--- src/rtl/branch_resolve.sv ---
// Branch resolution stage: registers compare flags {ge, lt}, resolves conditional
// branches, and drives a one-cycle PC redirect plus a multi-cycle flush.
// Optional macro BRANCH_RESOLVE_FLAG_BYPASS_EN: same-cycle compare result feeds the branch.
module branch_resolve #(
  parameter int DATA_WIDTH   = 20,
  parameter int PC_WIDTH     = 20,
  parameter int FLUSH_CYCLES = 2
) (
  input  logic                  clk,
  input  logic                  rst_n,
  input  logic                  stall,
  input  logic                  cmp_wr,
  input  logic [DATA_WIDTH-1:0] cmp_result,
  input  logic                  br_valid,
  input  logic [1:0]            br_cond,
  input  logic [PC_WIDTH-1:0]   br_target,
  output logic                  pc_sel,
  output logic [PC_WIDTH-1:0]   pc_target,
  output logic                  flush,
  output logic [1:0]            flags_out,
  output logic                  busy
);

  typedef enum logic {IDLE = 1'b0, FLUSH = 1'b1} state_t;

  localparam logic [3:0] CNT_INIT = 4'(FLUSH_CYCLES - 1);

  state_t              state_p1, state_nx;
  logic [3:0]          cnt_p1, cnt_nx;
  logic [1:0]          flags_p1, flags_nx;
  logic                pc_sel_p1, pc_sel_nx;
  logic [PC_WIDTH-1:0] pc_target_p1, pc_target_nx;
  logic                flush_p1, flush_nx;
  logic [1:0]          eval_flags;
  logic                taken;

  // Only the two flag bits of the compare word carry meaning here.
  logic unused_cmp_bits;
  assign unused_cmp_bits = ^cmp_result[DATA_WIDTH-1:2];

  function automatic logic br_taken(input logic [1:0] cond, input logic [1:0] f);
    case (cond)
      2'b00:   br_taken = 1'b1;
      2'b01:   br_taken = f[0];
      2'b10:   br_taken = f[1];
      default: br_taken = 1'b0;
    endcase
  endfunction

  always_comb begin
    eval_flags = flags_p1;
`ifdef BRANCH_RESOLVE_FLAG_BYPASS_EN
    if (cmp_wr) eval_flags = cmp_result[1:0];
`endif
    taken = br_valid && br_taken(br_cond, eval_flags);
  end

  always_comb begin
    state_nx     = state_p1;
    cnt_nx       = cnt_p1;
    flags_nx     = flags_p1;
    pc_sel_nx    = 1'b0;
    pc_target_nx = pc_target_p1;
    flush_nx     = flush_p1;
    case (state_p1)
      IDLE: begin
        if (!stall) begin
          if (cmp_wr) flags_nx = cmp_result[1:0];
          if (taken) begin
            state_nx     = FLUSH;
            cnt_nx       = CNT_INIT;
            pc_sel_nx    = 1'b1;
            pc_target_nx = br_target;
            flush_nx     = 1'b1;
          end
        end
      end
      FLUSH: begin
        // Wrong-path compares and branches are dropped while flushing.
        flush_nx = 1'b1;
        if (!stall) begin
          if (cnt_p1 == 4'd0) begin
            state_nx = IDLE;
            flush_nx = 1'b0;
          end else begin
            cnt_nx = cnt_p1 - 4'd1;
          end
        end
      end
      default: begin
        state_nx = IDLE;
        flush_nx = 1'b0;
      end
    endcase
  end

  // Stage p1: all state and outputs registered
  always_ff @(posedge clk or negedge rst_n) begin
    if (!rst_n) begin
      state_p1     <= IDLE;
      cnt_p1       <= 4'd0;
      flags_p1     <= 2'b00;
      pc_sel_p1    <= 1'b0;
      pc_target_p1 <= '0;
      flush_p1     <= 1'b0;
    end else begin
      state_p1     <= state_nx;
      cnt_p1       <= cnt_nx;
      flags_p1     <= flags_nx;
      pc_sel_p1    <= pc_sel_nx;
      pc_target_p1 <= pc_target_nx;
      flush_p1     <= flush_nx;
    end
  end

  assign pc_sel    = pc_sel_p1;
  assign pc_target = pc_target_p1;
  assign flush     = flush_p1;
  assign flags_out = flags_p1;
  assign busy      = (state_p1 == FLUSH);

endmodule

--- config.mk ---
export PLATFORM = sky130hd
export DESIGN_NAME = branch_resolve
export DESIGN_NICKNAME = d
export VERILOG_FILES = /design/src/rtl/branch_resolve.sv
export SDC_FILE = /design/constraint.sdc
export NUM_CORES = 1
export LEC_CHECK = 0
export ABC_AREA = 1
export ABC_CLOCK_PERIOD_IN_PS = 1100
export BUFFER_PORTS_ARGS = -buffer_cell sky130_fd_sc_hd__buf_4
export CAP_MARGIN = 20
export CORE_ASPECT_RATIO = 0.75
export CORE_MARGIN = 8
export CORE_UTILIZATION = 35
export CTS_CLUSTER_DIAMETER = 40
export DETAILED_ROUTE_END_ITERATION = 10
export GPL_TIMING_DRIVEN = 0
export PLACE_DENSITY = 0.79
export RECOVER_POWER = 25
export SYNTH_ARGS = -nofsm -noshare
export SYNTH_HDL_FRONTEND = slang
export SYNTH_SLANG_ARGS = --single-unit
export TNS_END_PERCENT = 100
--- constraint.sdc ---
create_clock -name clk -period 1.1 [get_ports clk]
set_input_delay 0.165 -clock clk [delete_from_list [all_inputs] [get_ports clk]]
set_output_delay 0.165 -clock clk [all_outputs]
set_load 0.005 [all_outputs]
==> metrics.txt <==
# TYPE chip_impl_metric gauge
chip_impl_info{name="tritoncts",value="done"} 1
chip_impl_metric{name="top_area_cell_type_share_of_the_netlist_area",unit=""} 0.579
chip_impl_metric{name="cts.path.max_buffers",unit=""} 2
chip_impl_metric{name="p_sw_frac",unit=""} 0.323
chip_impl_metric{name="register_area_share_after_synthesis",unit=""} 0.579
chip_impl_metric{name="area_growth_syn_to_layout",unit="%"} 56.9
chip_impl_info{name="failed_checks",value="setup timing"} 1
chip_impl_metric{name="clock_insertion_delay_at_the_later_pin_of_the_skew_report",unit="ns"} 0.27
chip_impl_metric{name="initial_core_util",unit=""} 0.373
chip_impl_info{name="startpoint_kind_of_the_worst_setup_timing_path",value="flip-flop"} 1
chip_impl_metric{name="holdPathStages",unit=""} 3
chip_impl_metric{name="first_pass_grt_wire_length",unit="mm"} 5.40
chip_impl_info{name="run_status",value="finished with violations"} 1
chip_impl_metric{name="groute.layer.met1.usage",unit=""} 0.125
chip_impl_metric{name="timing.final.setup_violations",unit=""} 24
chip_impl_metric{name="synth-warning-count",unit=""} 0
chip_impl_metric{name="final_min_period_over_clock_period",unit=""} 1.09
chip_impl_metric{name="worst_slack",unit="ns"} -0.0995
chip_impl_metric{name="grt_usage",unit=""} 0.117
chip_impl_metric{name="pin_count",unit=""} 72
chip_impl_metric{name="core_region_area",unit="mm^2"} 0.00336
chip_impl_metric{name="netSwitchingPower",unit="mW"} 1.68
chip_impl_metric{name="sequentialPowerShare",unit=""} 0.363
chip_impl_metric{name="final_max_slew_viol_count",unit=""} 0
chip_impl_info{name="top_usage_layer",value="met2"} 1
chip_impl_info{name="slowest_stage",value="sky130_fd_sc_hd__dfrtp_1"} 1
chip_impl_info{name="cp_top_delay_family",value="flip-flops"} 1
chip_impl_metric{name="cp.depth",unit=""} 7
chip_impl_metric{name="cellInternalPower",unit="mW"} 3.53
chip_impl_metric{name="crit_path_max_incr_delay",unit="ns"} 0.38
chip_impl_metric{name="postSynthCellCount",unit=""} 142
chip_impl_metric{name="insertedDiodeCount",unit=""} 0
chip_impl_metric{name="timing.hold.ws",unit="ns"} 0.0840
chip_impl_info{name="worstHoldPathType",value="in2reg"} 1
chip_impl_metric{name="critical_path_buf_inv_count",unit=""} 2
chip_impl_metric{name="number_of_antenna_violating_nets_in_the_routed_design",unit=""} 0
chip_impl_metric{name="p_leak",unit="nW"} 1.07
chip_impl_metric{name="design.die.area",unit="mm^2"} 0.00577
chip_impl_metric{name="vias",unit=""} 1144
chip_impl_metric{name="hpwl",unit="mm"} 2.37
chip_impl_metric{name="n_fill_cell",unit=""} 321
chip_impl_info{name="cts_root_buf",value="sky130_fd_sc_hd__clkbuf_8"} 1
chip_impl_metric{name="wl_per_cell",unit="um"} 13.0
chip_impl_metric{name="syn-mean-instance-area",unit="um^2"} 8.82
chip_impl_metric{name="synthesis.area",unit="mm^2"} 0.00125
chip_impl_metric{name="final_layout_size_suffix_gt1_frac",unit=""} 0.423
chip_impl_metric{name="worst_r2r_path_depth",unit=""} 7
chip_impl_metric{name="synth.distinct_cells",unit=""} 18
chip_impl_metric{name="finClkSkew",unit="ns"} 0.00892
chip_impl_info{name="synth_area_leaders",value="sky130_fd_sc_hd__dfrtp_1, sky130_fd_sc_hd__nand2_1, sky130_fd_sc_hd__nand3_1"} 1
chip_impl_metric{name="syn-num-nets",unit=""} 190
chip_impl_info{name="mostFrequentLayoutCells",value="sky130_fd_sc_hd__nand2_1, sky130_fd_sc_hd__buf_4, sky130_fd_sc_hd__dfrtp_1"} 1
chip_impl_metric{name="pre_repair_dr_iteration_count",unit=""} 4
chip_impl_metric{name="std_cell_rows",unit=""} 18
chip_impl_metric{name="worstMarginPinSlew",unit="ns"} 0.715
chip_impl_metric{name="timing.critical_path.arrival",unit="ns"} 1.41
chip_impl_metric{name="final_core_utilization",unit=""} 0.586
chip_impl_metric{name="maxCapViolCount",unit=""} 0
chip_impl_metric{name="drtIter0Drc",unit=""} 22
chip_impl_info{name="layout.cells.most_common",value="sky130_fd_sc_hd__nand2_1"} 1
chip_impl_metric{name="die-width",unit="um"} 85.1
chip_impl_metric{name="fin_crit",unit="ns"} 1.20
chip_impl_metric{name="pwr-share-clk",unit=""} 0.214
chip_impl_metric{name="combinationalPowerShare",unit=""} 0.423
chip_impl_metric{name="clock_sink_count",unit=""} 29
chip_impl_metric{name="h-tree-depth",unit=""} 2
chip_impl_info{name="grt_setup_unrepaired",value="yes"} 1
chip_impl_metric{name="grt.met2_usage",unit=""} 0.204
chip_impl_metric{name="cts-buffers-inserted",unit=""} 5
chip_impl_metric{name="p_per_area",unit="mW/mm^2"} 2650
chip_impl_metric{name="grt_remaining_overflow",unit=""} 0
chip_impl_metric{name="nNetsFinal",unit=""} 260
chip_impl_info{name="synth_top_cell_by_area",value="sky130_fd_sc_hd__dfrtp_1"} 1
chip_impl_info{name="hold_start",value="br_target[10]"} 1
chip_impl_metric{name="slew-limit-headroom",unit=""} 0.523
chip_impl_metric{name="drc",unit=""} 0
chip_impl_metric{name="grt_max_degree",unit=""} 30
chip_impl_metric{name="globalplace.congestion",unit=""} 0.748
chip_impl_info{name="critical_path.startpoint",value="cnt_p1[1]$_DFFE_PN0P_"} 1
chip_impl_metric{name="dieHeight",unit="um"} 67.8
chip_impl_metric{name="crit_path_max_fanout",unit=""} 3
chip_impl_metric{name="cts.reportedPaths.clkPinSlew",unit="ns"} 0.07
chip_impl_metric{name="met3_capacity_usage_during_global_routing",unit=""} 0.0582
chip_impl_info{name="kind_of_end_point_of_the_critical_path",value="flip-flop"} 1
chip_impl_metric{name="power.ir.vdd_worst",unit="uV"} 1180
chip_impl_metric{name="finalHoldViolations",unit=""} 0
chip_impl_metric{name="port_buffers",unit=""} 53
chip_impl_metric{name="vias_per_cell",unit=""} 4.52
chip_impl_metric{name="yosys_register_bits",unit=""} 29
chip_impl_metric{name="rrSetupSlack",unit="ns"} -0.1
chip_impl_metric{name="required",unit="ns"} 1.31
chip_impl_metric{name="achievable-frequency",unit="MHz"} 834
chip_impl_info{name="launch_point_of_the_worst_reg_to_reg_path",value="cnt_p1[1]$_DFFE_PN0P_"} 1
chip_impl_metric{name="antenna_found_initial",unit=""} 0
chip_impl_info{name="critPathKind",value="reg2reg"} 1
chip_impl_metric{name="first_global_vias",unit=""} 1217
chip_impl_info{name="worstPathCellList",value="inv_2 -> ha_4 -> buf_6 -> xnor2_2 -> nor2_1 -> nand3_1 -> nand2_1"} 1
chip_impl_metric{name="routed_wl",unit="mm"} 3.28
chip_impl_metric{name="preCtsSetupSlack",unit="ns"} -0.121
-- worst paths after layout --
kind,endpoint
max in group asynchronous,busy$_DFF_PN0_
min in group asynchronous,cnt_p1[2]$_DFFE_PN0P_
max,cnt_p1[2]$_DFFE_PN0P_
max reg2reg,cnt_p1[2]$_DFFE_PN0P_
min,pc_target[10]$_DFFE_PN0P_
min reg2reg,pc_target[16]$_DFFE_PN0P_
-- cell usage after synthesis, drive strengths merged --
cell and instances:
buf 4, ha 1, dfrtp 29, nand2 78, nand3 7, a21boi 1
xnor2 1, a21oi 2, o21ai 2, a31oi 1, inv 7, nor2 7
nand3b 2
-- layer usage --
metal  vias to the layer above  routed length, um
met2                        35               1590
li1                        576                  -
met4                         0                 10
met5                         -                  0
met3                         2                280
met1                       531               1400
-- power by group through the flow --
stage	registers (mW)	logic [mW]	clock network, mW
2_1_floorplan	1.91	0.855	0
3_3_place_gp	1.89	1.83	0
3_5_place_dp	1.89	1.88	0
4_1_cts	1.88	2.08	1.14
5_1_grt	1.95	2.47	1.20
6_report	1.89	2.20	1.12
-- flip-flops by register name, summed over array words and instances (netlist names) --
name,cells
pc_target,20
pc_sel,1
flush,1
flags_out,2
busy,1
cnt_p1,4
-- layout make-up --
type,instances,area (um^2),area share
timing repair buffer,63,477,0.243
multi-input combinational,102,514,0.262
tap,40,50.0,0.0255
sequential,29,727,0.370
clock inverter,1,30.0,0.0153
buffer,4,52.6,0.0267
inverter,7,28.8,0.0146
clock buffer,7,86.3,0.0439
-- what timing repair did --
action,4_1_cts,5_1_grt
gates resized for setup,10,7
setup buffers,4,5
pin swaps,4,7
endpoints found under the setup margin,25,26
hold endpoints to repair,29,0
hold buffers,1,0
cloned,0,0
-- metrics by stage --
step | area (um^2) | setup TNS (ns) | power (mW) | instances
floorplan | 1270 | 0 | 2.76 | 142
global placement | 1720 | -2.07 | 3.72 | 235
global route | 1970 | -2.98 | 5.62 | 253
CTS | 1900 | -1.01 | 5.11 | 248
finish | 1970 | -0.615 | 5.21 | 253
detailed placement | 1720 | -2.38 | 3.77 | 235
-- logic make-up after synthesis --
logic type | Yosys count | synth area share
and+or+nand+nor | 94 | 0.307
DFF | 29 | 0.579
buffers and inverters | 11 | 0.0470
AOI/OAI and AO/OA | 6 | 0.0500
xor gates and xnor gates | 1 | 0.00699
adders and majority gates | 1 | 0.00999
-- worst reg2reg max path, stage by stage (launching register included) --
cell,delay [ns]
sky130_fd_sc_hd__dfrtp_1,0.38
sky130_fd_sc_hd__inv_2,0.06
sky130_fd_sc_hd__ha_4,0.18
sky130_fd_sc_hd__buf_6,0.12
sky130_fd_sc_hd__xnor2_2,0.12
sky130_fd_sc_hd__nor2_1,0.12
sky130_fd_sc_hd__nand3_1,0.09
sky130_fd_sc_hd__nand2_1,0.06
(Power assumes the default switching activity.)
